## config.mk

```make
export PLATFORM = sky130hd
export DESIGN_NAME = enemy_inflate
export DESIGN_NICKNAME = d
export VERILOG_FILES = /design/src/rtl/enemy_inflate_pkg.sv /design/src/rtl/enemy_inflate_pump_hit_detect.sv /design/src/rtl/enemy_inflate.sv
export SDC_FILE = /design/constraint.sdc
export NUM_CORES = 1
export LEC_CHECK = 0
export BUFFER_PORTS_ARGS = -buffer_cell sky130_fd_sc_hd__buf_2
export CAP_MARGIN = 30
export CORE_UTILIZATION = 62
export DETAILED_ROUTE_END_ITERATION = 12
export PLACE_DENSITY = 0.84
export SLEW_MARGIN = 20
export SYNTH_ARGS = -nofsm -noshare
export SYNTH_HDL_FRONTEND = slang
export SYNTH_SLANG_ARGS = --single-unit
export TNS_END_PERCENT = 30
```

## constraint.sdc

```tcl
create_clock -name Clk -period 4.8 [get_ports Clk]
set_input_delay 0.48 -clock Clk [delete_from_list [all_inputs] [get_ports Clk]]
set_output_delay 0.48 -clock Clk [all_outputs]
set_load 0.005 [all_outputs]
```

## src/rtl/enemy_inflate_pkg.sv

```systemverilog
// enemy_inflate_pkg: shared FSM states, keycodes, screen limits, pump geometry and overlap helper
package enemy_inflate_pkg;
  typedef enum logic [1:0] {ROAM, INFLATE, POP, DEAD} state_e;
  localparam logic [7:0] KEY_W = 8'd26;
  localparam logic [7:0] KEY_S = 8'd22;
  localparam logic [7:0] KEY_D = 8'd7;
  localparam logic [7:0] KEY_A = 8'd4;
  localparam logic [7:0] KEY_SPACE = 8'd44;
  localparam int SCREEN_H = 480;
  localparam int SCREEN_W = 512;
  localparam int PUMP_HALF = 4;
  localparam int PUMP_NEAR = 8;
  localparam int PUMP_FAR = 24;
  localparam int ENEMY_HALF = 8;
  function automatic logic overlaps(input logic [9:0] b, input logic [9:0] e, input int lo, input int hi);
    logic [10:0] bw;
    logic [10:0] ew;
    bw = {1'b0, b};
    ew = {1'b0, e};
    return ((lo < ENEMY_HALF) ? bw <= ew + 11'(ENEMY_HALF - 1 - lo) : bw + 11'(lo - ENEMY_HALF + 1) <= ew)
        && ew <= bw + 11'(hi + ENEMY_HALF);
  endfunction
endpackage

```

## src/rtl/enemy_inflate_pump_hit_detect.sv

```systemverilog
// pump_hit_detect: ball_x/ball_y player centre, enemy_x/enemy_y enemy centre, key direction -> hit when the pump rectangle overlaps the enemy box
module pump_hit_detect
  import enemy_inflate_pkg::*;
(
  input  logic [9:0] ball_x,
  input  logic [9:0] ball_y,
  input  logic [9:0] enemy_x,
  input  logic [9:0] enemy_y,
  input  logic [7:0] key,
  output logic       hit
);
  logic [10:0] bx;
  logic [10:0] by;
  logic hit_w;
  logic hit_s;
  logic hit_d;
  logic hit_a;
  always_comb begin
    bx = {1'b0, ball_x};
    by = {1'b0, ball_y};
    hit_w = by >= 11'(PUMP_FAR)
         && overlaps(ball_x, enemy_x, -PUMP_HALF, PUMP_HALF)
         && overlaps(ball_y, enemy_y, -PUMP_FAR, -PUMP_NEAR);
    hit_s = by + 11'(PUMP_FAR) < 11'(SCREEN_H)
         && overlaps(ball_x, enemy_x, -PUMP_HALF, PUMP_HALF)
         && overlaps(ball_y, enemy_y, PUMP_NEAR, PUMP_FAR);
    hit_d = bx + 11'(PUMP_FAR) < 11'(SCREEN_W)
         && overlaps(ball_x, enemy_x, PUMP_NEAR, PUMP_FAR)
         && overlaps(ball_y, enemy_y, -PUMP_HALF, PUMP_HALF);
    hit_a = bx >= 11'(PUMP_FAR)
         && overlaps(ball_x, enemy_x, -PUMP_FAR, -PUMP_NEAR)
         && overlaps(ball_y, enemy_y, -PUMP_HALF, PUMP_HALF);
    hit = key == KEY_W ? hit_w : key == KEY_S ? hit_s : key == KEY_D ? hit_d : key == KEY_A ? hit_a : 1'b0;
  end
endmodule

```

## src/rtl/enemy_inflate.sv

```systemverilog
// enemy_inflate: frame-ticked pump/inflate/pop/dead enemy FSM; in: Clk, Reset, frame_clk, pump_enable, last_key_press, player/enemy centres, enemy_respawn; out: inflate_level, enemy_freeze, enemy_popped, enemy_dead, score_pulse
module enemy_inflate
  import enemy_inflate_pkg::*;
#(
  parameter int DEFLATE_FRAMES = 60,
  parameter int POP_FRAMES = 30,
  parameter int MAX_LEVEL = 4
) (
  input  logic       Clk,
  input  logic       Reset,
  input  logic       frame_clk,
  input  logic       pump_enable,
  input  logic [7:0] last_key_press,
  input  logic [9:0] Ball_X_Loc,
  input  logic [9:0] Ball_Y_Loc,
  input  logic [9:0] Enemy_X_Loc,
  input  logic [9:0] Enemy_Y_Loc,
  input  logic       enemy_respawn,
  output logic [2:0] inflate_level,
  output logic       enemy_freeze,
  output logic       enemy_popped,
  output logic       enemy_dead,
  output logic       score_pulse
);
  state_e state;
  state_e nxt_state;
  logic [2:0] nxt_level;
  logic [15:0] dcnt;
  logic [15:0] nxt_dcnt;
  logic [15:0] pcnt;
  logic [15:0] nxt_pcnt;
  logic frame_r;
  logic frame_p;
  logic pump_p;
  logic tick;
  logic pump;
  logic hit;
  pump_hit_detect u_hit (
    .ball_x (Ball_X_Loc),
    .ball_y (Ball_Y_Loc),
    .enemy_x(Enemy_X_Loc),
    .enemy_y(Enemy_Y_Loc),
    .key    (last_key_press),
    .hit    (hit)
  );
  always_comb begin
    tick = frame_r & ~frame_p;
    pump = tick & pump_enable & ~pump_p & hit;
    nxt_state = state;
    nxt_level = inflate_level;
    nxt_dcnt = dcnt;
    nxt_pcnt = pcnt;
    case (state)
      ROAM: if (pump) begin
        nxt_state = INFLATE;
        nxt_level = 3'd1;
        nxt_dcnt = '0;
      end
      INFLATE: if (pump) begin
        nxt_level = inflate_level + 3'd1;
        nxt_dcnt = '0;
        if (nxt_level == 3'(MAX_LEVEL)) begin
          nxt_state = POP;
          nxt_pcnt = '0;
        end
      end else if (tick) begin
        nxt_dcnt = dcnt == 16'(DEFLATE_FRAMES - 1) ? '0 : dcnt + 16'd1;
        if (dcnt == 16'(DEFLATE_FRAMES - 1)) begin
          nxt_level = inflate_level - 3'd1;
          nxt_state = inflate_level == 3'd1 ? ROAM : INFLATE;
        end
      end
      POP: if (tick) begin
        nxt_pcnt = pcnt == 16'(POP_FRAMES - 1) ? '0 : pcnt + 16'd1;
        if (pcnt == 16'(POP_FRAMES - 1)) begin
          nxt_state = DEAD;
          nxt_level = '0;
        end
      end
      DEAD: if (enemy_respawn) begin
        nxt_state = ROAM;
        nxt_dcnt = '0;
        nxt_pcnt = '0;
      end
      default: nxt_state = ROAM;
    endcase
  end
  always_ff @(posedge Clk) begin
    if (Reset) begin
      state <= ROAM;
      inflate_level <= '0;
      dcnt <= '0;
      pcnt <= '0;
      frame_r <= 1'b0;
      frame_p <= 1'b0;
      pump_p <= 1'b0;
      enemy_freeze <= 1'b0;
      enemy_popped <= 1'b0;
      enemy_dead <= 1'b0;
      score_pulse <= 1'b0;
    end else begin
      frame_r <= frame_clk;
      frame_p <= frame_r;
      pump_p <= tick ? pump_enable : pump_p;
      state <= nxt_state;
      inflate_level <= nxt_level;
      dcnt <= nxt_dcnt;
      pcnt <= nxt_pcnt;
      enemy_freeze <= nxt_level != 3'd0 || nxt_state == POP;
      enemy_popped <= nxt_state == POP;
      enemy_dead <= nxt_state == DEAD;
      score_pulse <= nxt_state == POP && state != POP;
    end
  end
endmodule

```

Word level (Yosys, flattened, before mapping)
Cells that the tools add are included.
{"block": "word_totals", "wordCells": 123, "output_inout_bits": 7, "regBits": 44, "in_bits": 53}
{"block": "op_classes", "muxes": 32, "n_lt_le_gt_ge": 16, "reduce_logical": 22, "n_bitwise": 6, "addsub": 16, "n_eq_ne": 20}
{"operator": "16-bit two-way mux", "n": 9}
{"operator": "16-bit one-hot mux with 3 select lines", "n": 2}
{"operator": "10-bit by 11-bit <= comparator with 1-bit output", "n": 8}
{"operator": "10-bit by 4-bit adder with 11-bit output, second input constant", "n": 4}
{"operator": "10-bit by 5-bit adder with 11-bit output, second input constant", "n": 4}
{"operator": "16-bit by 1-bit adder with 16-bit output, second input constant", "n": 2}
{"operator": "10-bit by 1-bit adder with 11-bit output, second input constant", "n": 2}
{"operator": "10-bit by 6-bit adder with 11-bit output, second input constant", "n": 2}
{"operator": "11-bit by 10-bit <= comparator with 1-bit output", "n": 2}
{"operator": "10-bit by 5-bit greater-or-equal comparator with 1-bit output, second input constant", "n": 2}
{"operator": "10-bit <= comparator", "n": 2}
{"operator": "3-bit two-way mux", "n": 6}
{"operator": "16-bit by 5-bit == test with 1-bit output, second input constant", "n": 1}
{"operator": "16-bit by 6-bit == test with 1-bit output, second input constant", "n": 1}
{"operator": "8-bit by 3-bit == test with 1-bit output, second input constant", "n": 2}
{"operator": "8-bit by 5-bit == test with 1-bit output, second input constant", "n": 2}
{"operator": "2-bit two-way mux", "n": 8}
{"operator": "1-bit logical AND", "n": 15}
{"operator": "2-bit inequality test, second input constant", "n": 6}
{"operator": "11-bit by 10-bit < comparator with 1-bit output, second input constant", "n": 1}
{"operator": "11-bit by 9-bit < comparator with 1-bit output, second input constant", "n": 1}
{"operator": "3-bit one-hot mux with 3 select lines", "n": 1}
{"operator": "3-bit nonzero test", "n": 3}
{"operator": "2-bit == test, second input constant", "n": 4}
{"operator": "other kinds (14)", "n": 22}

Depth between registers and ports, before layout
{"block": "logic_depth", "ltp_word": 14, "depth_mapped": 20, "depth_no_buf": 17}

Hierarchy
Synthesis repeated with hierarchy kept, for this count alone.
{"block": "unflattened", "hier_cells": 782, "area_unflattened_um2": 5998.3}
{"module": "pump_hit_detect", "cells_each": 521, "seq_area_each_um2": 0.0, "area_each_um2": 3798.6, "n_inst": 1}
{"module": "enemy_inflate", "cells_each": 261, "seq_area_each_um2": 880.8, "area_each_um2": 2199.6, "n_inst": 1}

Least setup slack after synthesis
No wires, ideal clock.
{"block": "synth_path", "path_kind": "input port to flip-flop", "startpoint": "input Enemy_Y_Loc[0]", "endpoint": "register enemy_freeze", "n_path_buf": 1, "slack_ps": 950, "path_stages": 17, "required_ps": 4666, "setup_time_ps": 134, "arrival_ps": 3716, "cell_sequence": "inv_1 > ha_1 > or4b_1 > nand2_1 > xnor2_1 > ha_1 > nand4_1 > or2_2 > o21bai_1 > a31o_2 > nand3_1 > a21oi_1 > or2_1 > buf_4 > o21ai_0 > o2bb2ai_1 > or4_1"}
{"block": "synth_between", "elab_chain_len": 13, "elab_cells_between_ends": 29, "cone_classes": "add/sub (2); order compare (6); eq/ne (1); mux (10); bitwise (1); reduce/logical (9)"}
{"element": "from (decl)", "line": "enemy_inflate.sv:17", "rtl": "input logic [9:0] Enemy_Y_Loc,"}
{"element": "10-bit by 4-bit adder with 11-bit output", "line": "enemy_inflate_pkg.sv:20", "rtl": "return ((lo < ENEMY_HALF) ? bw <= ew + 11'(ENEMY_HALF - 1 - lo) : bw + 11'(lo - ENEMY_HALF + 1) <= ew)"}
{"element": "10-bit by 11-bit <= comparator with 1-bit output", "line": "enemy_inflate_pkg.sv:20"}
{"element": "1-bit logical AND", "line": "enemy_inflate_pkg.sv:21", "rtl": "&& ew <= bw + 11'(hi + ENEMY_HALF);"}
{"element": "1-bit logical AND", "line": "enemy_inflate_pump_hit_detect.sv:32", "rtl": "&& overlaps(ball_y, enemy_y, -PUMP_HALF, PUMP_HALF);"}
{"element": "1-bit two-way mux (3 in series)", "line": "enemy_inflate_pump_hit_detect.sv:33", "rtl": "hit = key == KEY_W ? hit_w : key == KEY_S ? hit_s : key == KEY_D ? hit_d : key == KEY_A ? hit_a : 1'b0;"}
{"element": "1-bit two-way mux (*)", "line": "enemy_inflate_pump_hit_detect.sv:33"}
{"element": "1-bit AND (*)", "line": "enemy_inflate.sv:48", "rtl": "pump = tick & pump_enable & ~pump_p & hit;"}
{"element": "2-bit two-way mux, or another cell as far along", "line": "enemy_inflate.sv:59", "rtl": "INFLATE: if (pump) begin"}
{"element": "2-bit one-hot mux with 4 select lines / 3-bit one-hot mux with 3 select lines (equally long branches)", "line": "enemy_inflate.sv:53", "rtl": "case (state)"}
{"element": "2-bit == test / 3-bit nonzero test (equally long branches)", "line": "enemy_inflate.sv:109", "rtl": "enemy_freeze <= nxt_level != 3'd0 || nxt_state == POP;"}
{"element": "1-bit logical OR (*)", "line": "enemy_inflate.sv:109"}
{"element": "to (signal assigned)", "line": "enemy_inflate.sv:97", "rtl": "enemy_freeze <= 1'b0;"}
{"element": "to (signal assigned)", "line": "enemy_inflate.sv:109"}
{"element": "to (decl)", "line": "enemy_inflate.sv:20", "rtl": "output logic enemy_freeze,"}
Every way passes the cells marked *; elsewhere a longest branch is shown, timed or not.
A chain may end at the register's enable or synchronous reset.

Final worst setup path
{"block": "layout_path", "startpoint": "input Enemy_X_Loc[0]", "endpoint": "register pcnt[1]"}
{"block": "layout_between", "elab_chain_len": 12, "elab_cells_between_ends": 26, "cone_classes": "add/sub (2); order compare (6); eq/ne (1); mux (4); bitwise (1); reduce/logical (12)"}
{"element": "from (decl)", "line": "enemy_inflate.sv:16", "rtl": "input logic [9:0] Enemy_X_Loc,"}
{"element": "10-bit by 5-bit adder with 11-bit output", "line": "enemy_inflate_pkg.sv:20"}
{"element": "10-bit by 11-bit <= comparator with 1-bit output", "line": "enemy_inflate_pkg.sv:20"}
{"element": "1-bit logical AND", "line": "enemy_inflate_pkg.sv:21"}
{"element": "1-bit logical AND", "line": "enemy_inflate_pump_hit_detect.sv:31", "rtl": "&& overlaps(ball_x, enemy_x, -PUMP_FAR, -PUMP_NEAR)"}
{"element": "1-bit logical AND", "line": "enemy_inflate_pump_hit_detect.sv:32"}
{"element": "1-bit two-way mux (3 in series)", "line": "enemy_inflate_pump_hit_detect.sv:33"}
{"element": "1-bit two-way mux (*)", "line": "enemy_inflate_pump_hit_detect.sv:33"}
{"element": "1-bit AND (*)", "line": "enemy_inflate.sv:48"}
{"element": "2-bit inequality test (no line) (*)"}
{"element": "5-bit AND reduction (no line) (*)"}
{"element": "to (signal assigned)", "line": "enemy_inflate.sv:108", "rtl": "pcnt <= nxt_pcnt;"}
{"element": "to (decl)", "line": "enemy_inflate.sv:30", "rtl": "logic [15:0] pcnt;"}
Marks and branches as above.

==> metrics.txt <==
leakage roughly 2.9 nW; Max FO, Critical Path 17; Int Power between 0.7 and 0.8 mW; Post-synth EDFFs 0; CP Launch Type input pin; Post-synth ARST share 0%; Net Sw Frac roughly 34%; min Tclk post-route between 4 and 5 ns; Synth top area share between 20% and 30%; Comb pwr share around 40%; Tcrit/Tclk final ~85%; clock buffer depth 2; die area about 11000 sq um; Die Ht 102.5 um; FF+latch count, synth 44; port bufs 59; placed cell areas ~6600 sq um; IR drop worst, VDD roughly 120 uV; xor and xnor area share after synthesis between 10% and 20%; Detailed Place HPWL about 13000 um; Critical R2R Launch frame_p; die width 102.5 um; routed vias/inst ~6.3; Power Dens Cells 166.3 nW/um^2; PostCTS Resize Cnt 0; GRT Resource Usage Total a little under a third; crit path DAT roughly 4.3 ns; RSZ-0062 raised after global routing false; Max Slew Vio Count 0; Worst-Margin Slew 0.6926 ns; drt wl/cell between 15 and 20 um; Netlist cell types 68; Peak Freq about 240 MHz; # H-tree levels 2; Max transition margin between 50 and 60%; layout cells sized above 1 approximately a tenth; max_cap viols 0; placer's final routability congestion estimate about 0.93; num rows 36; Non-Filler Cell Area, Final approximately 6800 sq um; Final Util 69.06%; skew final 0.003132 ns; power share of the clock group between 20% and 30%; I/O pin cnt 60; final hold vios 0; Core Footprint just under 10000 sq um; largest net degree at the start of global routing 29; top post-synthesis cells by area ha_1 (24%), dfxtp_1 (14%), xnor2_1 (10%); max incr delay on CP approximately 0.48 ns; largest family of logic cells by synthesized area simple AND/OR/NAND/NOR gates; Initial Util 64.04%; Total Power 1.123 mW; worst hold start frame_clk; critical path type input pin to flip-flop; Compound-Gate Fraction of Synth Area ~20%; Gate Count Post-Synth just over 800; synthesized area per cell approximately 7.6 sq um; yosys warns 0; Critical-path top delay cell o41ai_1; Mapped Area approximately 6300 sq um; Setup TNS Final 0 ns; cts-stage hold buffer count 0; Synth Flop Type dfxtp_1; drc violations 0; count leader, synth ha_1; dominant cell type by area after synthesis ha_1; sequential power share between 30% and 40%; Num Clock Sinks 44; Skew-Pair Late Insertion Delay roughly 0.30 ns; grt total ovfl 0; Post-Synth Adder-Cell Area 24.39%; critical path cell sequence buf_2 > inv_1 > ha_1 > nand4_1 > nand2_1 > xnor2_1 > ha_1 > a21oi_1 > o22ai_1 > o41ai_1 > nand4b_1 > a221oi_4 > or2_1 > a31oi_2 > or3_1 > a21oi_1; Synth top cells by count ha_1 (122), xnor2_1 (74), a21oi_1 (68); Synth Area in Simple Gates 24.71%; Switch Pwr slightly below 0.4 mW; initial antenna violation count 0; post-CTS setup buffers 0; area delta synth->final 7.835%; first-pass GRT wire length roughly 27000 um; mux share of post-synthesis cell area less than 1%; final WL approximately 16000 um; hold crit path type input pin to flip-flop; Num CTS Buffers 5; post-route ant nets 0; final setup vio count 0; sequential area share after synthesis between 10% and 20%; diodes inserted 0; status finished clean; Critical Path RT 5.03 ns; vias in the first global route 5936; CTS tree done; initial drt markers approximately 340; CP startpoint Enemy_X_Loc[0]; Post-Syn Nets about 1000; clk slew on worst S/H paths approximately 0.08 ns; Via Count between 6000 and 7000; root buf cell clkbuf_8; final net count between 1000 and 1500; crit end category flip-flop; DR pass1 iterations 6
[placed cells by master (no fill, tap or decap), drive strengths merged, types with 6 or more instances in the layout]
cell / netlist / layout
ha: 122 / 122
xnor2: 74 / 74
a21oi: 68 / 68
nor2: 64 / 64
inv: 61 / 61
buf: 5 / 59
nand2: 49 / 49
nand3: 45 / 45
dfxtp: 44 / 44
o21ai: 44 / 44
nand4: 26 / 26
nor3: 21 / 21
nor2b: 19 / 19
a211oi: 17 / 17
and3: 14 / 14
o21a: 9 / 9
nor4: 9 / 9
nand2b: 8 / 8
a21o: 8 / 8
or3: 8 / 8
or2: 8 / 8
clkbuf: 19 / 7
nand4b: 6 / 6
[state kept, by name, summed over array words and instances (netlist names)]
signal         count
score_pulse        1
inflate_level      3
frame_r            1
pcnt              16
state              2
enemy_popped       1
frame_p            1
dcnt              16
enemy_freeze       1
pump_p             1
enemy_dead         1
[cell type report]
type                    instances  area, sq um
well taps                     133        166.4
inverters                      63        236.5
fillers                       806         3024
clock inverters                 1        30.03
flip-flops and latches         44        880.8
multi-input cells             695         5045
repair buffers                 59        295.3
clock buffers                   7        96.34
[cell families after synthesis]
family | Yosys count
flops | 44
xor+xnor | 79
compound gates | 194
buf+inv | 87
fa+ha+maj | 122
simple gates | 297
mux | 3
[power groups by stage]
stage | sequential [mW] | clock (mW) | combinational [mW]
2_1_floorplan | 0.377 | 0 | 0.301
3_3_place_gp | 0.377 | 0 | 0.409
3_5_place_dp | 0.377 | 0 | 0.432
4_1_cts | 0.368 | 0.312 | 0.435
5_1_grt | 0.369 | 0.326 | 0.495
6_report | 0.368 | 0.311 | 0.444
[per-layer routing]
layer | share of wire, % | vias up | track usage (%)
met5 | 0 | - | 0
met4 | 2.7 | 0 | 10.66
met3 | 7.0 | 51 | 3.694
met2 | 48 | 252 | 55.69
met1 | 43 | 2892 | 39.88
li1 | - | 3089 | -
[worst max-delay path, delay by kind of cell]
kind,cells,cell delay [ns]
XOR/XNOR,1,0.12
AND/OR/NAND/NOR,5,1.26
buffers and inverters,2,0.23
AO/OA/AOI/OAI,6,1.69
adder cells (fa/ha/maj),2,0.53
[metrics by stage]
step                      hold WS [ns]  cells  setup WS (ns)
after floorplan                 0.4365    826         0.9502
after global placement          0.4424    994         0.5808
after detailed placement        0.4657    994         0.4618
after CTS                       0.4150   1002         0.7492
after global routing            0.4270   1002         0.3839
final                           0.4114   1002         0.7160
[worst paths after layout]
kind	end	slack, ns	cells after the start
worst max-delay path	pcnt[1]	0.72	16
worst min register to register	pump_p	0.48	2
worst min-delay path	frame_r	0.41	2
worst max register to register	pcnt[1]	1.63	10
Power figures use the tool's default switching activity.
